### config.mk
export PLATFORM = sky130hd
export DESIGN_NAME = tt_ldb_drain_ctrl
export DESIGN_NICKNAME = d
export VERILOG_FILES = /design/src/rtl/tt_vpu_pkg.sv /design/src/rtl/tt_ldb_storage.sv /design/src/rtl/tt_ldb_drain_ctrl.sv
export SDC_FILE = /design/constraint.sdc
export NUM_CORES = 2
export LEC_CHECK = 0
export BUFFER_PORTS_ARGS = -buffer_cell sky130_fd_sc_hd__buf_2
export CORE_ASPECT_RATIO = 0.9
export CORE_MARGIN = 2
export CORE_UTILIZATION = 40
export CTS_BUF_LIST = sky130_fd_sc_hd__clkbuf_8
export CTS_CLUSTER_SIZE = 28
export DETAILED_ROUTE_END_ITERATION = 8
export PLACE_DENSITY_LB_ADDON = 0.25
export SLEW_MARGIN = 20
export SYNTH_ARGS = -nofsm -noshare
export SYNTH_HDL_FRONTEND = slang
export SYNTH_HIERARCHICAL = 1
export SYNTH_MEMORY_MAX_BITS = 65536
export SYNTH_SLANG_ARGS = --single-unit
### constraint.sdc
create_clock -name clk -period 2.4 [get_ports clk]
set_input_delay 0.12 -clock clk [delete_from_list [all_inputs] [get_ports clk]]
set_output_delay 0.12 -clock clk [all_outputs]
set_load 0.01 [all_outputs]
### src/rtl/tt_vpu_pkg.sv
// Shared VPU load-path types: LDB geometry, entry layout and drain FSM states.
package tt_vpu_pkg;

   localparam int unsigned LDB_DEPTH  = 8;
   localparam int unsigned LDB_IDX_W  = 3;
   localparam int unsigned LDB_DATA_W = 512;
   localparam int unsigned LDB_MASK_W = LDB_DATA_W / 8;

   typedef struct packed {
      logic [LDB_DATA_W-1:0] data;
      logic [LDB_MASK_W-1:0] mask;
   } ldb_entry_t;

   typedef enum logic [1:0] {
      IDLE,
      WAIT_FILL,
      SEND
   } drain_state_e;

endpackage

### src/rtl/tt_ldb_storage.sv
// Load data buffer: data/mask array plus a filled vector. One fill port, one drain-clear port,
// one asynchronous read port.
module tt_ldb_storage
   import tt_vpu_pkg::*;
#(
   parameter int unsigned DATA_W = LDB_DATA_W,
   parameter int unsigned MASK_W = LDB_MASK_W
) (
   input  logic                 clk,
   input  logic                 reset_n,
   input  logic                 wr_valid,
   input  logic [LDB_IDX_W-1:0] wr_idx,
   input  logic [DATA_W-1:0]    wr_data,
   input  logic [MASK_W-1:0]    wr_mask,
   input  logic                 clr_valid,
   input  logic [LDB_IDX_W-1:0] clr_idx,
   input  logic [LDB_IDX_W-1:0] rd_idx,
   output logic [DATA_W-1:0]    rd_data,
   output logic [MASK_W-1:0]    rd_mask,
   output logic [LDB_DEPTH-1:0] filled
);

   logic [DATA_W-1:0]    data_mem [LDB_DEPTH];
   logic [MASK_W-1:0]    mask_mem [LDB_DEPTH];
   logic [LDB_DEPTH-1:0] filled_q, filled_d;

   // Fill is applied after the clear so a same-index collision leaves the entry filled.
   always_comb begin
      filled_d = filled_q;
      if (clr_valid) filled_d[clr_idx] = 1'b0;
      if (wr_valid)  filled_d[wr_idx]  = 1'b1;
   end

   always_ff @(posedge clk or negedge reset_n) begin
      if (!reset_n) filled_q <= '0;
      else          filled_q <= filled_d;
   end

   always_ff @(posedge clk) begin
      if (wr_valid) begin
         data_mem[wr_idx] <= wr_data;
         mask_mem[wr_idx] <= wr_mask;
      end
   end

   assign rd_data = data_mem[rd_idx];
   assign rd_mask = mask_mem[rd_idx];
   assign filled  = filled_q;

`ifndef SYNTHESIS
   fill_to_free_entry_a: assert property (@(posedge clk) disable iff (!reset_n)
      wr_valid |-> (!filled_q[wr_idx] || (clr_valid && clr_idx == wr_idx)))
      else $error("LDB fill to an occupied entry");
`endif

endmodule

### src/rtl/tt_ldb_drain_ctrl.sv
// Drain controller: accepts one scoreboard drain request and streams its LDB entries to the
// VPU writeback port. Define TT_LDB_FILL_BYPASS_EN to forward a matching fill straight into SEND.
module tt_ldb_drain_ctrl
   import tt_vpu_pkg::*;
#(
   parameter int unsigned DATA_W = LDB_DATA_W,
   parameter int unsigned MASK_W = LDB_MASK_W
) (
   input  logic                 clk,
   input  logic                 reset_n,
   input  logic                 i_drain_load_buffer,
   input  logic [LDB_IDX_W-1:0] i_drain_ref_count,
   input  logic [LDB_IDX_W-1:0] i_drain_lqid_start,
   input  logic [LDB_IDX_W-1:0] i_drain_ldb_start,
   output logic                 o_draining_load_buffer,
   output logic                 o_drain_complete_valid,
   output logic [LDB_IDX_W-1:0] o_drain_complete_ldb_idx,
   input  logic                 i_ldb_fill_valid,
   input  logic [LDB_IDX_W-1:0] i_ldb_fill_idx,
   input  logic [DATA_W-1:0]    i_ldb_fill_data,
   input  logic [MASK_W-1:0]    i_ldb_fill_mask,
   output logic                 o_wb_valid,
   input  logic                 i_wb_ready,
   output logic [DATA_W-1:0]    o_wb_data,
   output logic [MASK_W-1:0]    o_wb_mask,
   output logic [LDB_IDX_W-1:0] o_wb_lqid,
   output logic                 o_wb_last
);

   drain_state_e         state_q, state_d;
   logic [LDB_IDX_W-1:0] ptr_q, ptr_d;
   logic [LDB_IDX_W-1:0] lqid_q, lqid_d;
   logic [3:0]           cnt_q, cnt_d;
   logic                 wb_valid_q, wb_valid_d;
   logic [DATA_W-1:0]    wb_data_q, wb_data_d;
   logic [MASK_W-1:0]    wb_mask_q, wb_mask_d;
   logic                 cmpl_valid_q, cmpl_valid_d;
   logic [LDB_IDX_W-1:0] cmpl_idx_q, cmpl_idx_d;

   logic                 clr_valid;
   logic                 fill_hit;
   logic [DATA_W-1:0]    rd_data;
   logic [MASK_W-1:0]    rd_mask;
   logic [LDB_DEPTH-1:0] filled;

   tt_ldb_storage #(
      .DATA_W (DATA_W),
      .MASK_W (MASK_W)
   ) u_storage (
      .clk       (clk),
      .reset_n   (reset_n),
      .wr_valid  (i_ldb_fill_valid),
      .wr_idx    (i_ldb_fill_idx),
      .wr_data   (i_ldb_fill_data),
      .wr_mask   (i_ldb_fill_mask),
      .clr_valid (clr_valid),
      .clr_idx   (ptr_q),
      .rd_idx    (ptr_q),
      .rd_data   (rd_data),
      .rd_mask   (rd_mask),
      .filled    (filled)
   );

`ifdef TT_LDB_FILL_BYPASS_EN
   assign fill_hit = i_ldb_fill_valid && (i_ldb_fill_idx == ptr_q);
`else
   assign fill_hit = 1'b0;
`endif

   always_comb begin
      state_d      = state_q;
      ptr_d        = ptr_q;
      lqid_d       = lqid_q;
      cnt_d        = cnt_q;
      wb_valid_d   = wb_valid_q;
      wb_data_d    = wb_data_q;
      wb_mask_d    = wb_mask_q;
      cmpl_valid_d = 1'b0;
      cmpl_idx_d   = cmpl_idx_q;
      clr_valid    = 1'b0;

      unique case (state_q)
         IDLE: begin
            if (i_drain_load_buffer) begin
               ptr_d   = i_drain_ldb_start;
               lqid_d  = i_drain_lqid_start;
               cnt_d   = (i_drain_ref_count == '0) ? 4'd8 : {1'b0, i_drain_ref_count};
               state_d = WAIT_FILL;
            end
         end
         WAIT_FILL: begin
            if (fill_hit || filled[ptr_q]) begin
               state_d    = SEND;
               wb_valid_d = 1'b1;
               wb_data_d  = fill_hit ? i_ldb_fill_data : rd_data;
               wb_mask_d  = fill_hit ? i_ldb_fill_mask : rd_mask;
            end
         end
         SEND: begin
            if (wb_valid_q && i_wb_ready) begin
               cmpl_valid_d = 1'b1;
               cmpl_idx_d   = ptr_q;
               clr_valid    = 1'b1;
               ptr_d        = ptr_q + 3'd1;
               lqid_d       = lqid_q + 3'd1;
               cnt_d        = cnt_q - 4'd1;
               wb_valid_d   = 1'b0;
               state_d      = (cnt_q == 4'd1) ? IDLE : WAIT_FILL;
            end
         end
         default: state_d = IDLE;
      endcase
   end

   always_ff @(posedge clk or negedge reset_n) begin
      if (!reset_n) begin
         state_q      <= IDLE;
         ptr_q        <= '0;
         lqid_q       <= '0;
         cnt_q        <= '0;
         wb_valid_q   <= 1'b0;
         wb_data_q    <= '0;
         wb_mask_q    <= '0;
         cmpl_valid_q <= 1'b0;
         cmpl_idx_q   <= '0;
      end else begin
         state_q      <= state_d;
         ptr_q        <= ptr_d;
         lqid_q       <= lqid_d;
         cnt_q        <= cnt_d;
         wb_valid_q   <= wb_valid_d;
         wb_data_q    <= wb_data_d;
         wb_mask_q    <= wb_mask_d;
         cmpl_valid_q <= cmpl_valid_d;
         cmpl_idx_q   <= cmpl_idx_d;
      end
   end

   assign o_draining_load_buffer   = (state_q != IDLE);
   assign o_drain_complete_valid   = cmpl_valid_q;
   assign o_drain_complete_ldb_idx = cmpl_idx_q;
   assign o_wb_valid               = wb_valid_q;
   assign o_wb_data                = wb_data_q;
   assign o_wb_mask                = wb_mask_q;
   assign o_wb_lqid                = lqid_q;
   assign o_wb_last                = (cnt_q == 4'd1);

endmodule
==> flow_summary.yaml <==
routing:
  wl_per_cell_microns: 28.3
  vias: 98800
  final_antenna_net_count: 0
  dr.pass1.iters: 6
  route.detailed.drc: 0
  drt-total-wl_microns: 536000
  detail_route.iter0.violations: 9119
  drt-vias-per-instance: 5.21
clock_tree:
  cts_max_level: 6
  clock-root-buffer: "clkbuf_8"
  cts_sinks: 5209
  cts_tree: "done"
  numCtsBuffers: 808
  clk_latency_ps: 1270
  clk_pin_slew_worst_paths_ps: 70
  clock_path_buffers: 4
worst_setup_path:
  r2r_start: "ptr_q[0]"
  reg2reg_depth: 9
  rrSetupSlack_ps: -160
  crit_start: "ptr_q[0]"
  rr_endpoint: "o_wb_data[405]"
  path_max_fanout: 18
  end_kind: "register"
  critPathKind: "register to register"
  worstSetupEndpoint: "o_wb_data[405]"
  cp.required_ps: 3570
  critPathLaunchType: "register"
  cp.arrival_ps: 3730
sta:
  max_freq_ghz: 0.390
  fin_worst_skew_ps: 82.9
  drv_slew: 0
  grt_setup_unrepaired: "true"
  worst_hold_slack_ps: 224
  tightestPinTransition_ps: 1030
  hold_violations: 0
  fin_ws_ps: -164
  fin_crit_sh_pct: 107
  setup_viol: 508
  max_slew_margin_pct: 31.0
  min_period_ps: 2560
floorplan:
  die_w_microns: 744
  ios: 1179
  dieHeight_microns: 670
  dieArea_sq_um: 499000
  core_sq_um: 491000
  rows: 244
  initial_utilization_pct: 40.2
placement:
  place_area_sq_um: 218000
  dpl.hpwl_microns: 325000
  io_buffers: 1178
  dpl_worst_slack_ps: -127
  gp_congestion: 0.791
  place_inst: 15900
run_status:
  outcome: "finished with violations"
  failed_checks: "setup timing"
power_and_ir_drop:
  powerDensity_nw_per_um2: 1150
  power.leakage_nw: 89.9
  p_sw_mw: 85.6
  ir_drop_uv: 970
  total_power_mw: 289
  p_clk_share_pct: 25.4
  internal-power_mw: 204
  pwr-share-comb_pct: 35.6
  p_sw_share_pct: 29.6
  pwr-share-seq_pct: 39.0
layout:
  final_cell_mix: "4608 x edfxtp_1, 1191 x dlygate4sd3_1, 1177 x buf_2"
  layout_commonest_cell: "edfxtp_1"
  layout.nets: 12300
  final_area_sq_um: 251000
  syn_to_final_growth_pct: 27.5
  drive_gt1_share_pct: 44.2
  layoutNonFillerInstCount: 19000
min_path:
  min_path_type: "input pin to register"
synth:
  ys_top_cells_by_area: "edfxtp_1 70%, mux4_2 13%, dfrtp_1 7.6%, mux2_4 3.8%, mux2_2 3.7%"
  yosys.area.top_type_share_pct: 70.2
  syn_nets: 8609
  synth_top_area_cell: "edfxtp_1"
  ys_seq_area_share_pct: 77.8
  syn_area_per_cell_sq_um: 24.6
  yosysUniqueCellTypes: 41
  synth_area_sq_um: 197000
  postSynthCellCount: 8012
  synth_seq_cells: 5209
  ys_warn_count: 6
grt:
  antenna_found_initial: 169
  grt_max_degree: 90
  grt_pass1_vias: 103000
  grt-ovfl-total: 0
  grt_pass1_wl_microns: 748000
  track_usage_pct: 20.5
run:
  drv_cap: 0
-- cells in the mapped netlist, drive strengths merged --
library cell,count
o211ai,1
dfrtp,601
nor2b,6
mux2,1155
nand3b,1
nand2,12
edfxtp,4608
o22ai,1
o21ai,9
nand2b,5
nor3b,1
a22oi,1
a32oi,3
nand3,3
inv,6
buf,234
or4b,1
o32ai,2
mux4,1152
a21o,4
a211oi,1
nor4bb,3
and4,1
a31oi,2
nor2,11
nor4b,1
clkbuf,154
nand4bb,2
o2bb2ai,4
ha,4
nand4b,3
mux2i,7
nand4,2
a21oi,7
nor3,2
nor4,1
a221oi,1
-- critical path, stage by stage, from the launching register on --
cell and delay [ps]:
dfrtp_4 490, buf_12 160, mux2i_4 190, a221oi_2 240, nand4_1 190, buf_6 200
buf_16 150, buf_12 170, bufbuf_16 320, mux2_4 290
-- timing repair --
action                                  CTS  global route
setup endpoints to repair               513           535
pin swaps                                 2             1
cloned                                   32            78
endpoints found under the hold margin  9632             0
hold buffers                           1192             0
resized for setup                       125           215
setup buffers                            50            85
-- state kept, by name, summed over array words and instances (netlist names), 2 cells and up --
register	count
cnt_q	4
o_drain_complete_ldb_idx	3
o_wb_data	512
o_wb_lqid	3
o_wb_mask	64
ptr_q	3
state_q	2
u_storage/data_mem	4096
u_storage/filled	8
u_storage/mask_mem	512
-- power by group through the flow --
| stage | sequential, mW | clock (mW) | combinational [mW] |
|---|---|---|---|
| after floorplan | 115 | 0 | 56.5 |
| after global placement | 114 | 0 | 87.3 |
| after detailed placement | 115 | 0 | 88.1 |
| after CTS | 113 | 75.2 | 95.4 |
| after global routing | 113 | 79.2 | 108 |
| final | 113 | 73.5 | 103 |
-- per-layer routing --
metal / up-vias / wire length [microns] / global-route usage (%)
met4: 62 / 17300 / 6.85
met1: 52900 / 218000 / 27.1
met2: 3463 / 267000 / 34.1
li1: 41500 / - / -
met3: 918 / 33900 / 4.03
met5: - / 388 / 0
-- layout make-up --
cell class	instances	area, sq um
inverters	6	22.5
diodes	79	198
well taps	6519	8160
clock buffers	913	12600
flip-flops and latches	5209	153000
clock inverters	596	3580
fillers	38600	239000
multi-input cells	2409	41900
repair buffers	3227	31600
-- metrics by stage --
step,util [%],TNS [ps]
6_report,51.2,-31170
5_1_grt,51.2,-56180
4_1_cts,50.4,-13200
3_5_place_dp,44.3,-37480
3_3_place_gp,44.3,-37840
2_1_floorplan,-,-
-- cell families (layout without fill, tap and decap cells) --
group	count (synthesis)	count (layout)	share of synthesized area [%]
AO/OA/AOI/OAI	36	36	0.121
buffers and inverters	394	4742	1.16
other	0	79	0
flip-flops	5209	5209	77.8
AND/OR/NAND/NOR	55	55	0.162
multiplexers	2314	2314	20.7
adder cells (fa/ha/maj)	4	4	0.0254
-- worst min-delay path by stage --
stage	endpoint	slack, ps	from	cells past startpoint
floorplan	cnt_q[0]	-180	reset_n	0
global placement	o_wb_data[19]	240	reset_n	1
detailed placement	o_wb_data[19]	250	reset_n	1
CTS	u_storage/data_mem[2][463]	10	i_ldb_fill_idx[2]	4
global route	u_storage/data_mem[2][463]	90	i_ldb_fill_idx[2]	4
finish	u_storage/data_mem[2][463]	220	i_ldb_fill_idx[0]	4
(Power assumes the default switching activity.)
